==> src/rtl/ahb_wrr_burst_arbiter_pkg.sv <==
// ---------------------------------------------------------------------------
// ahb_wrr_burst_arbiter_pkg
// Shared types for the weighted round-robin AHB burst arbiter:
//   hburst_t    - AHB HBURST encoding
//   arb_state_t - arbiter FSM states
//   burst_len() - beats per burst type; undefined-length INCR is capped at 16
// ---------------------------------------------------------------------------
package ahb_wrr_burst_arbiter_pkg;

  typedef enum logic [2:0] {
    SINGLE = 3'd0,
    INCR   = 3'd1,
    WRAP4  = 3'd2,
    INCR4  = 3'd3,
    WRAP8  = 3'd4,
    INCR8  = 3'd5,
    WRAP16 = 3'd6,
    INCR16 = 3'd7
  } hburst_t;

  typedef enum logic {
    S_IDLE = 1'b0,
    S_OWN  = 1'b1
  } arb_state_t;

  // INCR has no natural length; the cap bounds how long one owner can hold
  // the slave so other masters cannot be locked out.
  function automatic logic [4:0] burst_len(input hburst_t b);
    case (b)
      SINGLE:         return 5'd1;
      WRAP4,  INCR4:  return 5'd4;
      WRAP8,  INCR8:  return 5'd8;
      default:        return 5'd16;  // WRAP16, INCR16, INCR cap
    endcase
  endfunction

endpackage

==> src/rtl/ahb_wrr_burst_arbiter_if.sv <==
// ---------------------------------------------------------------------------
// ahb_wrr_burst_arbiter_if
// Request/grant bundle between the masters (plus the slave's stall) and the
// arbiter.
//   hreq[M]      per-master request level
//   hburst[M]    per-master HBURST (hburst_t encoding)
//   hwait        slave stall, beat completes when low
//   hgrant[M]    one-hot grant
//   hsel         any grant active
//   hmaster      index of the owner, steers the address/data mux
//   hlast        final beat of the owner's burst
// Modports: master = requesting side, slave = arbiter side.
// ---------------------------------------------------------------------------
interface ahb_wrr_burst_arbiter_if #(
  parameter int MASTER_NUM = 4
);
  localparam int IW = $clog2(MASTER_NUM);

  logic [MASTER_NUM-1:0]      hreq;
  logic [MASTER_NUM-1:0][2:0] hburst;
  logic                       hwait;
  logic [MASTER_NUM-1:0]      hgrant;
  logic                       hsel;
  logic [IW-1:0]              hmaster;
  logic                       hlast;

  modport master (output hreq, hburst, hwait,
                  input  hgrant, hsel, hmaster, hlast);

  modport slave  (input  hreq, hburst, hwait,
                  output hgrant, hsel, hmaster, hlast);

endinterface

==> src/rtl/ahb_wrr_burst_arbiter_rr_pick.sv <==
// ---------------------------------------------------------------------------
// ahb_wrr_burst_arbiter_rr_pick
// Combinational rotate-priority encoder. Searches req_i starting at
// ptr_i+1 and wrapping, so the master at ptr_i has the lowest priority.
//   req_i[N]    request vector
//   ptr_i       last-served index
//   grant_o[N]  one-hot winner
//   idx_o       winner index
//   valid_o     any request present
// ---------------------------------------------------------------------------
module ahb_wrr_burst_arbiter_rr_pick #(
  parameter int N  = 4,
  parameter int PW = $clog2(N)
) (
  input  logic [N-1:0]  req_i,
  input  logic [PW-1:0] ptr_i,
  output logic [N-1:0]  grant_o,
  output logic [PW-1:0] idx_o,
  output logic          valid_o
);

  logic [PW-1:0] cand;

  // NOTE: every variable driven here gets a default first, so no path can
  // leave one unassigned and infer a latch.
  always_comb begin
    grant_o = '0;
    idx_o   = '0;
    valid_o = 1'b0;
    cand    = '0;
    for (int i = 1; i <= N; i++) begin
      cand = PW'((int'(ptr_i) + i) % N);
      if (!valid_o && req_i[cand]) begin
        valid_o = 1'b1;
        idx_o   = cand;
      end
    end
    if (valid_o) grant_o[idx_o] = 1'b1;
  end

endmodule

==> src/rtl/ahb_wrr_burst_arbiter.sv <==
// ---------------------------------------------------------------------------
// ahb_wrr_burst_arbiter
// Weighted round-robin arbiter sharing one AHB slave port between
// MASTER_NUM masters. A grant covers a whole burst; a master may take up
// to weight_cfg consecutive bursts before the round-robin moves on.
//   hclk        clock
//   hreset      asynchronous active-high reset
//   weight_cfg  per-master weight (0 behaves as 1), sampled on reload
//   bus         ahb_wrr_burst_arbiter_if.slave (hreq/hburst/hwait in,
//               hgrant/hsel/hmaster/hlast out)
// Build option: define AHB_ARB_STARVE_TIMEOUT_EN to add per-master wait
// counters; a master waiting TIMEOUT_CYC cycles wins the next arbitration.
// ---------------------------------------------------------------------------
module ahb_wrr_burst_arbiter
  import ahb_wrr_burst_arbiter_pkg::*;
#(
  parameter int MASTER_NUM  = 4,
  parameter int WEIGHT_BIT  = 3,
  parameter int TIMEOUT_CYC = 64
) (
  input  logic                                  hclk,
  input  logic                                  hreset,
  input  logic [MASTER_NUM-1:0][WEIGHT_BIT-1:0] weight_cfg,
  ahb_wrr_burst_arbiter_if.slave                bus
);

  localparam int IW = $clog2(MASTER_NUM);

  arb_state_t                            state_q;
  logic [MASTER_NUM-1:0]                 grant_q;
  logic [IW-1:0]                         owner_q;
  logic [IW-1:0]                         rr_ptr_q;
  hburst_t                               burst_q;
  logic [3:0]                            count_q;
  logic [MASTER_NUM-1:0][WEIGHT_BIT-1:0] credit_q;
  // A clear bit means "credit is a full weight": the first burst after
  // reset reads weight_cfg directly instead of loading it during reset.
  logic [MASTER_NUM-1:0]                 credit_vld_q;

  logic                  own_req, last_beat, burst_end, keep_owner, arb_point;
  logic [WEIGHT_BIT-1:0] own_credit, credit_left;
  logic [IW-1:0]         pick_ptr, pick_idx, win_idx, starve_idx;
  logic [MASTER_NUM-1:0] pick_oh, win_oh;
  logic                  pick_vld, win_vld, starve_vld;

  function automatic logic [WEIGHT_BIT-1:0] eff_weight(input logic [WEIGHT_BIT-1:0] w);
    return (w == '0) ? WEIGHT_BIT'(1) : w;
  endfunction

  assign own_req     = bus.hreq[owner_q];
  assign own_credit  = credit_vld_q[owner_q] ? credit_q[owner_q]
                                             : eff_weight(weight_cfg[owner_q]);
  assign credit_left = own_credit - WEIGHT_BIT'(1);

  // INCR ends when the owner lets go of hreq or at the 16-beat cap; fixed
  // bursts ignore hreq and run to their length.
  always_comb begin
    last_beat = 1'b0;
    if (state_q == S_OWN) begin
      if (burst_q == INCR) last_beat = !own_req || (count_q == 4'd15);
      else                 last_beat = ({1'b0, count_q} == burst_len(burst_q) - 5'd1);
    end
  end

  assign burst_end  = (state_q == S_OWN) && last_beat && !bus.hwait;
  assign keep_owner = burst_end && (credit_left != '0) && own_req;
  assign arb_point  = (state_q == S_IDLE) || burst_end;
  // At a burst end the owner becomes the lowest-priority candidate.
  assign pick_ptr   = (state_q == S_IDLE) ? rr_ptr_q : owner_q;

  ahb_wrr_burst_arbiter_rr_pick #(.N(MASTER_NUM), .PW(IW)) u_rr_pick (
    .req_i   (bus.hreq),
    .ptr_i   (pick_ptr),
    .grant_o (pick_oh),
    .idx_o   (pick_idx),
    .valid_o (pick_vld)
  );

`ifdef AHB_ARB_STARVE_TIMEOUT_EN
  localparam int TW = $clog2(TIMEOUT_CYC + 1);

  logic [MASTER_NUM-1:0][TW-1:0] wait_q;

  // Descending scan so the lowest starved index is the one left standing.
  always_comb begin
    starve_vld = 1'b0;
    starve_idx = '0;
    for (int i = MASTER_NUM - 1; i >= 0; i--) begin
      if (bus.hreq[i] && (wait_q[i] == TW'(TIMEOUT_CYC))) begin
        starve_vld = 1'b1;
        starve_idx = IW'(i);
      end
    end
  end

  always_ff @(posedge hclk or posedge hreset) begin
    if (hreset) begin
      wait_q <= '0;
    end else begin
      for (int i = 0; i < MASTER_NUM; i++) begin
        if (grant_q[i] || (arb_point && win_vld && win_oh[i]))
          wait_q[i] <= '0;
        else if (bus.hreq[i] && (wait_q[i] != TW'(TIMEOUT_CYC)))
          wait_q[i] <= wait_q[i] + TW'(1);
      end
    end
  end
`else
  assign starve_vld = 1'b0;
  assign starve_idx = '0;
  // TIMEOUT_CYC only drives logic when the starvation timeout is built in.
  logic unused_timeout;
  assign unused_timeout = (TIMEOUT_CYC > 0);
`endif

  // Priority at an arbitration point: starved master, then credit
  // continuation of the owner, then plain round-robin.
  always_comb begin
    win_vld = 1'b0;
    win_idx = pick_idx;
    win_oh  = '0;
    if (arb_point) begin
      if (starve_vld) begin
        win_vld             = 1'b1;
        win_idx             = starve_idx;
        win_oh[starve_idx]  = 1'b1;
      end else if (keep_owner) begin
        win_vld = 1'b1;
        win_idx = owner_q;
        win_oh  = grant_q;
      end else begin
        win_vld = pick_vld;
        win_idx = pick_idx;
        win_oh  = pick_oh;
      end
    end
  end

  // NOTE: sequential state uses non-blocking assignments only, so every
  // flop samples the pre-edge values regardless of statement order.
  always_ff @(posedge hclk or posedge hreset) begin
    if (hreset) begin
      state_q      <= S_IDLE;
      grant_q      <= '0;
      owner_q      <= '0;
      rr_ptr_q     <= IW'(MASTER_NUM - 1);
      burst_q      <= SINGLE;
      count_q      <= '0;
      // NOTE: the credit array is a handful of flops, not a RAM, so it is
      // reset like any other register.
      credit_q     <= '0;
      credit_vld_q <= '0;
    end else begin
      if (arb_point) begin
        count_q <= '0;
        if (win_vld) begin
          state_q <= S_OWN;
          grant_q <= win_oh;
          owner_q <= win_idx;
          burst_q <= hburst_t'(bus.hburst[win_idx]);
        end else begin
          state_q <= S_IDLE;
          grant_q <= '0;
        end
      end else if ((state_q == S_OWN) && !bus.hwait) begin
        count_q <= count_q + 4'd1;
      end

      if (burst_end) begin
        credit_vld_q[owner_q] <= 1'b1;
        if (keep_owner) begin
          credit_q[owner_q] <= credit_left;
        end else begin
          credit_q[owner_q] <= eff_weight(weight_cfg[owner_q]);
          rr_ptr_q          <= owner_q;
        end
      end
    end
  end

  assign bus.hgrant  = grant_q;
  assign bus.hsel    = |grant_q;
  assign bus.hmaster = owner_q;
  assign bus.hlast   = last_beat;

endmodule
==> src/flat_wrapper.sv <==
// flat-port wrapper written by rule: the top's interface ports become plain ports
module ahb_wrr_burst_arbiter_flat import ahb_wrr_burst_arbiter_pkg::*;
#(
  parameter int MASTER_NUM  = 4,
  parameter int WEIGHT_BIT  = 3,
  parameter int TIMEOUT_CYC = 64
)
  (hclk, hreset, weight_cfg, bus_hreq, bus_hburst, bus_hwait, bus_hgrant, bus_hsel, bus_hmaster, bus_hlast);
  ahb_wrr_burst_arbiter_if #(.MASTER_NUM(MASTER_NUM)) bus_i ();
  input  logic hclk;
  input  logic hreset;
  input  logic [MASTER_NUM-1:0][WEIGHT_BIT-1:0] weight_cfg;
  input wire logic [$bits(bus_i.hreq)-1:0] bus_hreq;
  input wire logic [$bits(bus_i.hburst)-1:0] bus_hburst;
  input wire logic [$bits(bus_i.hwait)-1:0] bus_hwait;
  output wire logic [$bits(bus_i.hgrant)-1:0] bus_hgrant;
  output wire logic [$bits(bus_i.hsel)-1:0] bus_hsel;
  output wire logic [$bits(bus_i.hmaster)-1:0] bus_hmaster;
  output wire logic [$bits(bus_i.hlast)-1:0] bus_hlast;
  assign bus_i.hreq = bus_hreq;
  assign bus_i.hburst = bus_hburst;
  assign bus_i.hwait = bus_hwait;
  assign bus_hgrant = bus_i.hgrant;
  assign bus_hsel = bus_i.hsel;
  assign bus_hmaster = bus_i.hmaster;
  assign bus_hlast = bus_i.hlast;
  ahb_wrr_burst_arbiter #(.MASTER_NUM(MASTER_NUM), .WEIGHT_BIT(WEIGHT_BIT), .TIMEOUT_CYC(TIMEOUT_CYC)) u_core (.hclk(hclk), .hreset(hreset), .weight_cfg(weight_cfg), .bus(bus_i));
endmodule
==> config.mk <==
export PLATFORM = sky130hd
export DESIGN_NAME = ahb_wrr_burst_arbiter_flat
export DESIGN_NICKNAME = d
export VERILOG_FILES = /design/src/rtl/ahb_wrr_burst_arbiter_pkg.sv /design/src/rtl/ahb_wrr_burst_arbiter_if.sv /design/src/rtl/ahb_wrr_burst_arbiter_rr_pick.sv /design/src/rtl/ahb_wrr_burst_arbiter.sv /design/src/flat_wrapper.sv
export SDC_FILE = /design/constraint.sdc
export NUM_CORES = 1
export LEC_CHECK = 0
export CORE_ASPECT_RATIO = 1.5
export CORE_MARGIN = 4
export CORE_UTILIZATION = 40
export DETAILED_ROUTE_END_ITERATION = 10
export HOLD_SLACK_MARGIN = 0.15
export PLACE_DENSITY = 0.67
export SLEW_MARGIN = 20
export SYNTH_ARGS = -nofsm -noshare
export SYNTH_HDL_FRONTEND = slang
export SYNTH_SLANG_ARGS = --single-unit
==> constraint.sdc <==
create_clock -name hclk -period 3.34 [get_ports hclk]
set_clock_uncertainty 0.15 [all_clocks]
set_input_delay 1.002 -clock hclk [delete_from_list [all_inputs] [get_ports hclk]]
set_output_delay 1.002 -clock hclk [all_outputs]
set_load 0.02 [all_outputs]
==> impl_results.md <==
* Layout cells sized above 1 at 0.426
* Clock buffer count from CTS at 5
* Die span in y at 94.3 um
* Worst r2r src: u_core.bus.hmaster[0]$_DFFE_PP0P_
* N_diodes at 0
* Worst Max-Slew Pin Slew at 0.502 ns
* Core Region at around 4800 um^2
* Top-area cell type share of the netlist area at 0.378
* Syn Area/Cell at about 11 um^2
* Final Setup Violations at 11
* Number of flops mapped to enable cells by yosys at 0
* Outcome: finished with violations
* Post-synth cell types at 42
* Largest net degree at the start of global routing at 33
* Hold path start: u_core.credit_vld_q[3]$_DFFE_PP0P_
* Synth Flop Type: dfrtp_1
* RD Place Congestion at 0.750
* Final worst slack at -0.173 ns
* Post-DP HPWL at 3690 um
* Final clock period utilization by the worst path at 1.05
* Yosys reg bits at 32
* H-tree depth reported by CTS at 2
* Sequential-to-total area share from yosys stat at 0.404
* Pre-antenna DRT Iters at 5
* Synth Area in Compound Gates at 0.116
* Drc violations at 0
* First-pass GRT wire length at a little over 8000 um
* Max frequency at 0.285 GHz
* Placed cell areas at between 2000 and 3000 um^2
* Most frequent cell after synthesis: dfrtp_1
* Post-route ant nets at 0
* GRT Total Usage at 0.174
* Mux cell area share after synthesis at 0.246
* Crit path from: weight_cfg[0]
* Tmin final at roughly 3.5 ns
* Worst R2R End: u_core.credit_q[0]$_DFFE_PP0P_
* Asr flop ratio synth at 1.00
* Clock transition at path regs at 0.06 ns
* CTS tree: done
* Synth Area in Simple Gates at 0.167
* Synth cell count leaders: dfrtp_1 (30), nand2_1 (19), mux2_2 (15)
* Worst skew pair latency at about 0.28 ns
* Synth top area cells: dfrtp_1 (38%), mux2_2 (8.5%), mux4_1 (6.6%)
* Core Util, Final at 0.614
* WHS at 0.317 ns
* MaxCap Viol Count at 0
* WL final at 5270 um
* Net count after synthesis at 216
* # IOs at 39
* DRT iter0 DRCs at 60
* Final Hold Fails at 0
* Input/output buffers at 38
* Kind of critical path: input port to register
* Largest family of logic cells by synthesized area: multiplexers
* Reg2Reg Setup Slack at -0.05 ns
* PnR Total Power at 3.00 mW
* Vias in the first global route at 1946
* Number of cell rows at 31
* Violated checks: negative setup slack
* XOR/XNOR share of the synthesized area at 0.0132
* Unrepaired setup endpoints after global routing: yes
* Hold EP: u_core.credit_vld_q[3]$_DFFE_PP0P_
* Via/cell ratio at 5.38
* Final instance area at about 3000 um^2
* CP endpoint kind: register
* WL per Instance at 16.0 um
* Die W at 65.5 um
* Cell taking the most area after synthesis: dfrtp_1
* Final Max Slew Viols at 0
* Post-CTS Hold Buffers at 0
* Setup_tns at -1.23 ns
* Worst vdd ir at just under 0.5 mV
* Die ar. at ~6200 um^2
* Leakage power at 1.34 nW
* Clock root buffer master: clkbuf_8
* Startpoint Class: input port
* Area share of fa/ha/maj cells after synthesis at 0.0252
* Cell Area, Synth at 1990 um^2
* Area grow syn2layout at 48.6%
* Critical Path RT at 3.41 ns
* Relative slew slack at 0.662
* Fin nets at 297
* Starting Density at 0.413
* Clk sinks at 32
* Reg2Reg Depth at 17
* Grt ovf at 0
* Crit-path max FO at 4
* Critical Path AT at about 3.6 ns
* Hold Path Class: register to register
* Pwr Density at 1020 nW/um^2
* Worst Hold Depth at 1
* Cell count after synthesis at 181
* Yosys Warn Count at 0
* Number of antenna violations at the first check in global routing at 0
* CTS max path bufs at 2
* Via count at 1770
==> cell type report <==
class	instances	area [um^2]
Clock buffer	7	76.3
Clock inverter	1	5.00
Fill cell	435	1860
Inverter	4	15.0
Multi-Input combinational cell	138	1250
Sequential cell	32	803
Tap cell	66	82.6
Timing Repair Buffer	81	722
==> metrics by stage <==
| stage | setup slack, ns | instances |
|---|---|---|
| 6_report | -0.173 | 329 |
| 5_1_grt | -0.255 | 329 |
| 4_1_cts | -0.114 | 327 |
| 3_5_place_dp | -0.839 | 307 |
| 3_3_place_gp | -0.798 | 307 |
| 2_1_floorplan | -0.151 | 181 |
==> worst max-delay path by stage <==
stage          cells after the start                        endpoint  slack [ns]
2_1_floorplan                     11   u_core.burst_q[0]$_DFFE_PP0P_       -0.15
4_1_cts                           12   u_core.burst_q[2]$_DFFE_PP0P_       -0.11
3_5_place_dp                       6                       bus_hlast       -0.84
5_1_grt                           17  u_core.credit_q[0]$_DFFE_PP0P_       -0.25
6_report                          17  u_core.credit_q[0]$_DFFE_PP0P_       -0.17
3_3_place_gp                       6                       bus_hlast       -0.80
==> flip-flops by register name, indices dropped and copies added (netlist names) <==
register and flops:
u_core.credit_q 12, u_core.bus.hgrant 4, u_core.count_q 4, u_core.credit_vld_q 4, u_core.burst_q 3, u_core.bus.hmaster 2, u_core.rr_ptr_q 2, u_core.state_q 1
==> critical path, stage by stage <==
cell and delay (ns):
buf_2 0.10, mux4_2 0.45, o21bai_4 0.19, mux2i_2 0.22
inv_2 0.09, buf_4 0.14, buf_6 0.10, buf_4 0.11
buf_4 0.12, buf_4 0.12, buf_4 0.12, buf_4 0.12
buf_4 0.12, buf_4 0.12, buf_6 0.11, o21ai_4 0.15
mux2_2 0.18
==> kinds of logic (layout without fill, tap and decap cells) <==
logic type | Yosys count | after routing
multiplexers | 35 | 35
AND/OR/NAND/NOR | 63 | 63
AO/OA/AOI/OAI | 33 | 33
XOR/XNOR | 3 | 3
adder cells (fa/ha/maj) | 4 | 4
flip-flops | 32 | 32
buffers and inverters | 11 | 93
==> cells in the final DEF, fill, tap and decap left out, types with 3 or more instances in the layout <==
master | synthesis | routed
clkbuf_8 | 0 | 5
nand3_1 | 5 | 3
mux4_2 | 3 | 7
mux2i_1 | 12 | 8
dfrtp_1 | 30 | 30
buf_6 | 2 | 5
inv_1 | 4 | 3
mux2_2 | 15 | 11
nor2b_1 | 6 | 5
nand2_1 | 19 | 19
buf_4 | 0 | 38
clkdlybuf4s15_1 | 0 | 8
buf_2 | 0 | 5
nor2_1 | 9 | 9
or2_2 | 4 | 4
o21ai_0 | 8 | 6
mux2i_2 | 0 | 4
o221ai_2 | 0 | 3
mux2_4 | 0 | 4
buf_12 | 0 | 3
clkdlybuf4s50_1 | 0 | 21
a21oi_1 | 7 | 5
==> where the power goes <==
part           switching (mW)  internal, mW  total, mW  leakage (nW)
Combinational           0.884          1.14       2.03         0.905
Sequential              0.129         0.561      0.691         0.391
Clock                   0.139         0.146      0.285        0.0422
Total                    1.15          1.85       3.00          1.34
==> timing repair <==
action,4_1_cts,5_1_grt
setup endpoints to repair,27,19
pin swaps,8,9
buffers inserted,12,2
resized for setup,58,28
gates cloned,0,0
==> per-layer routing <==
layer | wire, um | GRT usage
met3 | 234 | 0.0395
met1 | 1860 | 0.162
met2 | 2990 | 0.335
met5 | 0 | 0
met4 | 184 | 0.100
Power figures use the tool's default switching activity.
